--- src/rtl/validador_jogada_pkg.sv ---
// Shared board definitions for the move validator: geometry, widths and FSM encoding.
package validador_jogada_pkg;

    localparam int SQ_W  = 6;
    localparam int BOARD = 64;
    localparam int CL_W  = 3;
    localparam int CNT_W = 7;

    typedef enum logic [2:0] {
        OCIOSO = 3'd0,
        PEDE   = 3'd1,
        ESPERA = 3'd2,
        CHECA  = 3'd3,
        VARRE  = 3'd4,
        ACEITA = 3'd5
    } estado_t;

    // Square index as used by the generator: coluna = Q/8, linha = Q%8.
    function automatic logic [SQ_W-1:0] sq_idx(input logic [CL_W-1:0] col,
                                               input logic [CL_W-1:0] lin);
        return {col, lin};
    endfunction

endpackage

--- src/rtl/validador_jogada_mapa_ocupacao.sv ---
// 64-square occupancy map with a running count of used squares.
module validador_jogada_mapa_ocupacao
    import validador_jogada_pkg::*;
(
    input  logic             clock,
    input  logic             reset,
    input  logic             clr,
    input  logic             set_en,
    input  logic [SQ_W-1:0]  set_idx,
    input  logic [SQ_W-1:0]  rd_idx,
    output logic             rd_bit,
    output logic [CNT_W-1:0] usadas
);

    logic [BOARD-1:0] mapa_r;
    logic [CNT_W-1:0] usadas_r;

    // Map and population count; the count only moves when a free bit is marked.
    always_ff @(posedge clock or negedge reset) begin
        if (!reset) begin
            mapa_r   <= {BOARD{1'b0}};
            usadas_r <= {CNT_W{1'b0}};
        end else if (clr) begin
            mapa_r   <= {BOARD{1'b0}};
            usadas_r <= {CNT_W{1'b0}};
        end else if (set_en && !mapa_r[set_idx]) begin
            mapa_r[set_idx] <= 1'b1;
            usadas_r        <= usadas_r + 7'd1;
        end else begin
            mapa_r   <= mapa_r;
            usadas_r <= usadas_r;
        end
    end

    assign rd_bit = mapa_r[rd_idx];
    assign usadas = usadas_r;

endmodule

--- src/rtl/validador_jogada.sv ---
// Requester side of the move generator: asks for random squares, rejects used ones,
// and falls back to a linear scan after MAX_TENT rejections.
module validador_jogada
    import validador_jogada_pkg::*;
#(
    parameter int MAX_TENT = 16,
    parameter int TW       = 8
) (
    input  logic             clock,
    input  logic             reset,
    input  logic             pedido,
    input  logic             limpa,
    input  logic [CL_W-1:0]  coluna_in,
    input  logic [CL_W-1:0]  linha_in,
    output logic             novaJogada,
    output logic [CL_W-1:0]  coluna,
    output logic [CL_W-1:0]  linha,
    output logic             pronto,
    output logic             cheio,
    output logic             erro,
    output logic [CNT_W-1:0] usadas
);

    estado_t          state_r;
    estado_t          state_nxt_s;
    logic [TW-1:0]    tent_r;
    logic [TW-1:0]    tent_inc_s;
    logic             tent_max_s;
    logic [SQ_W-1:0]  ptr_r;
    logic [SQ_W-1:0]  idx_r;
    logic [SQ_W-1:0]  in_idx_s;
    logic [SQ_W-1:0]  rd_idx_s;
    logic             rd_bit_s;
    logic [CL_W-1:0]  coluna_r;
    logic [CL_W-1:0]  linha_r;
    logic             nova_r;
    logic             pronto_r;
    logic             erro_r;
    logic             cheio_s;
    logic             clr_s;
    logic             set_s;
    logic [CNT_W-1:0] usadas_s;

    assign in_idx_s   = sq_idx(coluna_in, linha_in);
    assign tent_inc_s = tent_r + {{(TW-1){1'b0}}, 1'b1};
    assign tent_max_s = (tent_inc_s == TW'(MAX_TENT));
    assign cheio_s    = (usadas_s == 7'd64);
    assign clr_s      = (state_r == OCIOSO) && limpa && !pedido;
    assign set_s      = (state_r == ACEITA);

    // Map read port: the generator's square while checking, the scan pointer otherwise.
    always_comb begin
        rd_idx_s = ptr_r;
        if (state_r == CHECA) begin
            rd_idx_s = in_idx_s;
        end else begin
            rd_idx_s = ptr_r;
        end
    end

    validador_jogada_mapa_ocupacao u_mapa (
        .clock   (clock),
        .reset   (reset),
        .clr     (clr_s),
        .set_en  (set_s),
        .set_idx (idx_r),
        .rd_idx  (rd_idx_s),
        .rd_bit  (rd_bit_s),
        .usadas  (usadas_s)
    );

    // Next-state logic of the request FSM.
    always_comb begin
        state_nxt_s = state_r;
        case (state_r)
            OCIOSO: begin
                if (pedido && !cheio_s) begin
                    state_nxt_s = PEDE;
                end else begin
                    state_nxt_s = OCIOSO;
                end
            end
            PEDE:   state_nxt_s = ESPERA;
            ESPERA: state_nxt_s = CHECA;
            CHECA: begin
                if (!rd_bit_s) begin
                    state_nxt_s = ACEITA;
                end else if (tent_max_s) begin
                    state_nxt_s = VARRE;
                end else begin
                    state_nxt_s = PEDE;
                end
            end
            VARRE: begin
                if (!rd_bit_s) begin
                    state_nxt_s = ACEITA;
                end else begin
                    state_nxt_s = VARRE;
                end
            end
            ACEITA:  state_nxt_s = OCIOSO;
            default: state_nxt_s = OCIOSO;
        endcase
    end

    // State register, attempt counter, scan pointer and registered outputs.
    always_ff @(posedge clock or negedge reset) begin
        if (!reset) begin
            state_r  <= OCIOSO;
            tent_r   <= {TW{1'b0}};
            ptr_r    <= {SQ_W{1'b0}};
            idx_r    <= {SQ_W{1'b0}};
            coluna_r <= {CL_W{1'b0}};
            linha_r  <= {CL_W{1'b0}};
            nova_r   <= 1'b0;
            pronto_r <= 1'b0;
            erro_r   <= 1'b0;
        end else begin
            state_r  <= state_nxt_s;
            nova_r   <= (state_nxt_s == PEDE);
            pronto_r <= (state_r == ACEITA);
            erro_r   <= (state_r == OCIOSO) && pedido && cheio_s;
            case (state_r)
                OCIOSO: begin
                    if (pedido && !cheio_s) begin
                        tent_r <= {TW{1'b0}};
                    end
                end
                CHECA: begin
                    idx_r <= in_idx_s;
                    if (rd_bit_s) begin
                        tent_r <= tent_inc_s;
                        if (tent_max_s) begin
                            ptr_r <= {SQ_W{1'b0}};
                        end
                    end
                end
                VARRE: begin
                    if (!rd_bit_s) begin
                        idx_r <= ptr_r;
                    end else begin
                        ptr_r <= ptr_r + 6'd1;
                    end
                end
                ACEITA: begin
                    coluna_r <= idx_r[5:3];
                    linha_r  <= idx_r[2:0];
                end
                default: begin
                    tent_r <= tent_r;
                end
            endcase
        end
    end

    assign novaJogada = nova_r;
    assign coluna     = coluna_r;
    assign linha      = linha_r;
    assign pronto     = pronto_r;
    assign erro       = erro_r;
    assign cheio      = cheio_s;
    assign usadas     = usadas_s;

endmodule

--- config.mk ---
export PLATFORM = sky130hd
export DESIGN_NAME = validador_jogada
export DESIGN_NICKNAME = d
export VERILOG_FILES = /design/src/rtl/validador_jogada_pkg.sv /design/src/rtl/validador_jogada_mapa_ocupacao.sv /design/src/rtl/validador_jogada.sv
export SDC_FILE = /design/constraint.sdc
export NUM_CORES = 1
export LEC_CHECK = 0
export CORE_MARGIN = 10
export CORE_UTILIZATION = 50
export DETAILED_ROUTE_END_ITERATION = 7
export GPL_ROUTABILITY_DRIVEN = 0
export HOLD_SLACK_MARGIN = 0.06
export PLACE_DENSITY = 0.82
export SYNTH_ARGS = -nofsm -noshare
export SYNTH_HDL_FRONTEND = slang
export SYNTH_HIERARCHICAL = 1
export SYNTH_SLANG_ARGS = --single-unit
--- constraint.sdc ---
create_clock -name clock -period 4.8 [get_ports clock]
set_input_delay 0.96 -clock clock [delete_from_list [all_inputs] [get_ports clock]]
set_output_delay 0.96 -clock clock [all_outputs]
set_load 0.02 [all_outputs]
==> flow_metrics.env, run 1 <==
export IMPL_outcome="finished, final reports clean"
export IMPL_cts_tree="yes"
export IMPL_cts_resized=0
export IMPL_dpl_hpwl_um=9258
export IMPL_period_share=0.8540
export IMPL_drt_first_pass_iters=8
export IMPL_synth_seq_cells=103
export IMPL_synth_nets=564
export IMPL_totalPowerFinal_mw=4.251
export IMPL_rows=38
export IMPL_rsz0062_at_grt="false"
export IMPL_synth_top_family_by_area="multiplexers"
export IMPL_antenna_found_initial=0
export IMPL_route_detailed_drc=0
export IMPL_ctsHoldBuffers=0
export IMPL_wire_per_inst_um=20.25
export IMPL_pre_cts_slack_ps=369.2
export IMPL_clockPowerShare=0.184
export IMPL_nFillCells=855
export IMPL_grt_pass1_wl_um=22840
export IMPL_async_flop_share=1.000
export IMPL_synth_compound_area_frac=0.1425
export IMPL_maxCapViolations=0
export IMPL_worst_slack_ps=701.0
export IMPL_syn_inst=551
export IMPL_synthToLayoutAreaGrowth_pct=10.94
export IMPL_hp_class="flop to flop"
export IMPL_gr_total_overflow=0
export IMPL_worstPathRequired_ps=5040
export IMPL_start_util=0.5187
export IMPL_start_kind="primary input"
export IMPL_yosys_warnings=6
export IMPL_routed_wl_um=14070
export IMPL_insertion_delay_ps=350
export IMPL_crit_type="primary input to flop"
export IMPL_grt_pass1_vias=4296
export IMPL_cts_buffers=9
export IMPL_drt_initial_drc_count=686
export IMPL_yosys_area_share_simple=0.1592
export IMPL_crit_fanout=16
export IMPL_vdd_drop_max_mv=0.3807
export IMPL_max_freq_mhz=244.0
export IMPL_grt_start_max_net_pins=76
export IMPL_worstMarginPinSlew_ps=1212
export IMPL_syn_area_per_cell_um2=10.34
export IMPL_htree_num_levels=3
export IMPL_synthMuxAreaShare=0.1766
export IMPL_switching_share=0.3999
export IMPL_die_w_um=126.7
export IMPL_die_y_um=126.7
export IMPL_arrival_ps=4340
export IMPL_grt_use_met1=0.2342
export IMPL_clk_pin_slew_ps=70
export IMPL_p_sw_mw=1.700
export IMPL_cts_root_buf="clkbuf_16"
export IMPL_grt_usage=0.1723
export IMPL_clk_path_buf_depth=2
export IMPL_postCtsSetupRepairBufs=0
export IMPL_synth_edf_count=0
export IMPL_portBuffers=26
export IMPL_cts_sinks=103
export IMPL_drv_slew=0
export IMPL_intPower_mw=2.551
export IMPL_finalCriticalPeriod_ps=4099
export IMPL_ant_nets=0
export IMPL_vias_per_cell=6.653
export IMPL_ios=27
export IMPL_final_setup_tns_ps=0
export IMPL_end_kind="flop"
export IMPL_finalHoldViolations=0
export IMPL_synthDistinctLibCells=59
export IMPL_drive_gt1_frac=0.1441
export IMPL_synth_xor_xnor_area_share=0.007687
export IMPL_fin_skew_ps=9.200
export IMPL_leakage_nw=2.802
export IMPL_final_core_util=0.5754
export IMPL_nets=564
export IMPL_use_met3=0.03748
export IMPL_seq_area_frac_synth=0.4524
export IMPL_synthFlopType="dfrtp_1"
export IMPL_relSlewSlack=0.1904
export IMPL_use_met2=0.2573
export IMPL_power_frac_comb=0.430
export IMPL_dieArea_um2=16060
export IMPL_finalSetupViolCount=0
export IMPL_synth_fa_ha_area_frac=0.006589
export IMPL_busiest_layer="met2"
export IMPL_power_density_nw_per_um2=672.7
export IMPL_core_um2=10980
export IMPL_pwr_share_seq=0.386
export IMPL_syn_area_um2=5697
export IMPL_diodes=0
export IMPL_vias=4624
## cell usage in the layout, fill, tap and decap left out, types with 4 or more instances in the layout
cell type	count
mux2_2	17
nand2_1	43
mux4_2	29
inv_1	25
nand3_1	18
o21ai_1	5
nor3_1	7
clkdlybuf4s50_1	25
nor2_1	68
a31oi_1	51
and3_1	6
nor3b_1	5
a21oi_1	7
nor2b_1	10
o21ai_0	10
o211ai_1	5
buf_4	10
clkbuf_16	9
o22ai_1	17
and2_1	4
mux2i_1	15
dfrtp_1	103
a31o_1	4
## sequential cells by signal, indices dropped and copies added, names as in the netlist
register,count
coluna,3
idx_r,6
tent_r,8
pronto,1
state_r,3
u_mapa/mapa_r,64
novaJogada,1
erro,1
ptr_r,6
u_mapa/usadas,7
linha,3
## synth_stat cells, types with 6 or more instances
master,instances,area share
dfrtp_1,103,0.45
mux2_2,17,0.034
nor2_1,68,0.045
buf_4,6,0.0079
inv_1,25,0.016
o22ai_1,17,0.019
clkbuf_1,29,0.019
nand2_1,43,0.028
nor2b_1,10,0.011
a21oi_1,7,0.0061
buf_2,10,0.0088
a31oi_1,51,0.056
nand3_1,18,0.016
nor3_1,7,0.0061
and3_1,6,0.0066
mux2i_1,15,0.026
o21ai_0,10,0.0088
mux4_2,29,0.11
## power by group through the flow
stage | combinational, mW | sequential, mW | clock [mW]
floorplan | 1.43 | 1.47 | 0
global route | 1.97 | 1.69 | 0.824
detailed placement | 1.79 | 1.64 | 0
global placement | 1.73 | 1.62 | 0
finish | 1.83 | 1.64 | 0.783
CTS | 1.80 | 1.62 | 0.795
## final cells by class
class                           instances  area (um2)  area share
Tap cell                              140       175.2     0.02772
Sequential cell                       103        2577      0.4078
Multi-Input combinational cell        376        2814      0.4453
Inverter                               25       93.84     0.01485
Timing Repair Buffer                   36       345.3     0.05464
Clock buffer                           12       246.5     0.03900
Clock inverter                          3       67.56     0.01069
## critical path, cell delays in order
cell             delay, ps
clkdlybuf4s50_1        480
mux2_2                 150
buf_4                  290
mux4_2                 560
mux4_2                 510
mux4_2                 630
and4b_1                350
and3_1                 200
a211o_1                210
## final timing paths
kind,startpoint,slack [ps],endpoint,depth (start not counted)
setup / recovery,linha_in[0],700,tent_r[7],9
hold reg to reg,coluna[1],470,coluna[1],2
setup reg to reg,state_r[2],820,tent_r[7],10
hold / removal,coluna[1],470,coluna[1],2
max in group asynchronous,reset,3110,u_mapa/mapa_r[3],2
min in group asynchronous,reset,740,pronto,1
## cell families after synthesis
family / after synthesis
AND/OR/NAND/NOR: 184
AO/OA/AOI/OAI: 122
flip-flops: 103
buffers and inverters: 72
multiplexers: 62
XOR/XNOR: 5
adder cells (fa/ha/maj): 3
## stage by stage
step / hold WS (ps) / cells / instance area, um2
3_5_place_dp: 463.7 / 680 / 6006
3_3_place_gp: 458.1 / 680 / 6006
2_1_floorplan: 455.3 / 551 / 5697
6_report: 473.6 / 695 / 6320
5_1_grt: 500.9 / 695 / 6320
4_1_cts: 479.6 / 695 / 6320
## layer usage
metal  wire length (um)  vias up  share of wire
met5                  0        -              0
met4                500        0          0.036
met3               1249       50          0.089
met2               6514      296           0.46
met1               5807     2263           0.41
li1                   -     2015              -
Note: power is estimated with default switching activity, not from simulation.
==> run 2: changes to the inputs <==
--- a/config.mk
+++ b/config.mk
@@ -11,6 +11,7 @@
 export GPL_ROUTABILITY_DRIVEN = 0
 export HOLD_SLACK_MARGIN = 0.06
 export PLACE_DENSITY = 0.82
+export SLEW_MARGIN = 10
 export SYNTH_ARGS = -nofsm -noshare
 export SYNTH_HDL_FRONTEND = slang
 export SYNTH_HIERARCHICAL = 1
==> results of run 2 <==
No change in the layout: final DEF, timing and power equal those of run 1.
==> run 3: changes to the inputs <==
--- a/config.mk
+++ b/config.mk
@@ -8,9 +8,11 @@
 export CORE_MARGIN = 10
 export CORE_UTILIZATION = 50
 export DETAILED_ROUTE_END_ITERATION = 7
+export DONT_BUFFER_PORTS = 1
 export GPL_ROUTABILITY_DRIVEN = 0
 export HOLD_SLACK_MARGIN = 0.06
-export PLACE_DENSITY = 0.82
+export PLACE_DENSITY = 0.79
+export SKIP_CTS_REPAIR_TIMING = 1
 export SLEW_MARGIN = 10
 export SYNTH_ARGS = -nofsm -noshare
 export SYNTH_HDL_FRONTEND = slang
==> run 3 against run 2 <==
Hold slack worse by 170 ps. Clock-buffer cell count shrank 2. Final cell count shrank 4.2%. Largest power group is now sequential cells. Highest routed layer unchanged.
==> flow_metrics.env, run 3 (synthesis gave the netlist of run 1 again) <==
export IMPL_drt_initial_drc_count=693
export IMPL_rows=38
export IMPL_totalPowerFinal_mw=4.196
export IMPL_antenna_found_initial=0
export IMPL_regMostFlops="u_mapa/mapa_r"
export IMPL_max_stage_delay_ps=640
export IMPL_critical_path_top_delay_family="multiplexers"
export IMPL_drive_gt1_frac=0.1483
export IMPL_wire_per_inst_um=21.27
export IMPL_leakage_nw=2.705
export IMPL_relSlewSlack=0.2601
export IMPL_cts_root_buf="clkbuf_16"
export IMPL_route_detailed_drc=0
export IMPL_cp_num_buf_inv=1
export IMPL_final_setup_tns_ps=0
export IMPL_period_share=0.8542
export IMPL_grt_pass1_vias=4343
export IMPL_synthToLayoutAreaGrowth_pct=6.369
export IMPL_cts_tree="yes"
export IMPL_largest_reg_flops=64
export IMPL_gr_total_overflow=0
export IMPL_die_y_um=126.7
export IMPL_ios=27
export IMPL_crit_type="flop to flop"
export IMPL_diodes=0
export IMPL_power_density_nw_per_um2=692.4
export IMPL_r2r_setup_slack_ps=700
export IMPL_final_cell_mix="103 x dfrtp_1, 68 x nor2_1, 51 x a31oi_1"
export IMPL_whs_ps=304.7
export IMPL_portBuffers=0
export IMPL_vias=4570
export IMPL_cts_sinks=103
export IMPL_grt_start_max_net_pins=104
export IMPL_routed_wl_um=14170
export IMPL_htree_num_levels=3
export IMPL_fin_area_um2=6060
export IMPL_vias_per_cell=6.862
export IMPL_start_util=0.5187
export IMPL_nets=534
export IMPL_dpl_cell_area_um2=5705
export IMPL_drv_slew=0
export IMPL_drt_first_pass_iters=5
export IMPL_max_freq_mhz=243.9
export IMPL_die_w_um=126.7
export IMPL_worstMarginPinSlew_ps=1107
export IMPL_ant_nets=0
export IMPL_dpl_hpwl_um=9291
export IMPL_final_core_util=0.5517
export IMPL_worstPathCellList="nand3b_1 > buf_4 > mux2_2 > mux4_2 > mux4_2 > mux4_2 > and4b_1 > and3_1 > a211o_1"
export IMPL_core_um2=10980
export IMPL_outcome="finished, final reports clean"
export IMPL_arrival_ps=4340
export IMPL_fin_skew_ps=6.259
export IMPL_worstPathRequired_ps=5040
export IMPL_clk_path_buf_depth=2
export IMPL_maxCapViolations=0
export IMPL_finalCriticalPeriod_ps=4100
export IMPL_rsz0062_at_grt="false"
export IMPL_worst_path_max_delay_cell="mux4_2"
export IMPL_layout_commonest_cell="dfrtp_1"
export IMPL_end_kind="flop"
export IMPL_insertion_delay_ps=350
export IMPL_cts_buffers=9
export IMPL_hp_class="primary input to asynchronous set/reset pin"
export IMPL_vdd_drop_max_mv=0.4632
export IMPL_finalSetupViolCount=0
export IMPL_grt_usage=0.1740
export IMPL_cp_common_cell="mux4_2"
export IMPL_dieArea_um2=16060
export IMPL_finalHoldViolations=0
export IMPL_crit_fanout=16
export IMPL_clk_pin_slew_ps=70
export IMPL_grt_pass1_wl_um=23060
export IMPL_start_kind="flop"
## run 3: cell count changes in the layout (fill, tap and decap cells not counted), sizes merged
cell           delta
bufinv            +1
clkbuf            -2
inv               +2
clkdlybuf4s50    -25
buf               -5
## run 3: final timing paths
check | cells past startpoint | to | start
worst max-delay path | 9 | tent_r[7] | state_r[2]
worst min-delay path | 0 | coluna[2] | reset
worst max register to register | 9 | tent_r[7] | state_r[2]
worst min register to register | 1 | tent_r[6] | tent_r[6]
max in group asynchronous | 0 | u_mapa/usadas[0] | reset
min in group clock | 1 | tent_r[6] | tent_r[6]
## run 3: per-stage QoR
step           setup WS [ps]  cells
2_1_floorplan          365.4    551
3_3_place_gp           771.8    650
3_5_place_dp           703.0    650
4_1_cts                730.0    666
5_1_grt                511.9    666
6_report               699.8    666
## run 3: area by class of cell
| type | instances | area, um2 |
|---|---|---|
| Tap cell | 140 | 175.2 |
| Inverter | 25 | 93.84 |
| Timing Repair Buffer | 6 | 45.04 |
| Clock buffer | 10 | 239.0 |
| Fill cell | 893 | 4923 |
| Multi-Input combinational cell | 376 | 2814 |
| Clock inverter | 6 | 115.1 |
| Sequential cell | 103 | 2577 |
## run 3: power breakdown
group | internal, mW | switching [mW] | leakage, nW | total [mW]
Sequential | 1.20 | 0.521 | 1.35 | 1.72
Combinational | 0.772 | 0.845 | 1.18 | 1.62
Clock | 0.527 | 0.326 | 0.170 | 0.854
## run 3: worst reg2reg max path: cells and delay by family, from the launching register on
kind	cells	cell delay, ps
compound gates	1	220
buf+inv	1	190
flops	1	480
mux	4	2320
simple gates	3	790
## run 3: layer usage
layer,routed length [um],global-route usage
met1,5497,0.2189
met2,6730,0.2749
met3,1332,0.03582
met4,608,0.09511
met5,0,0
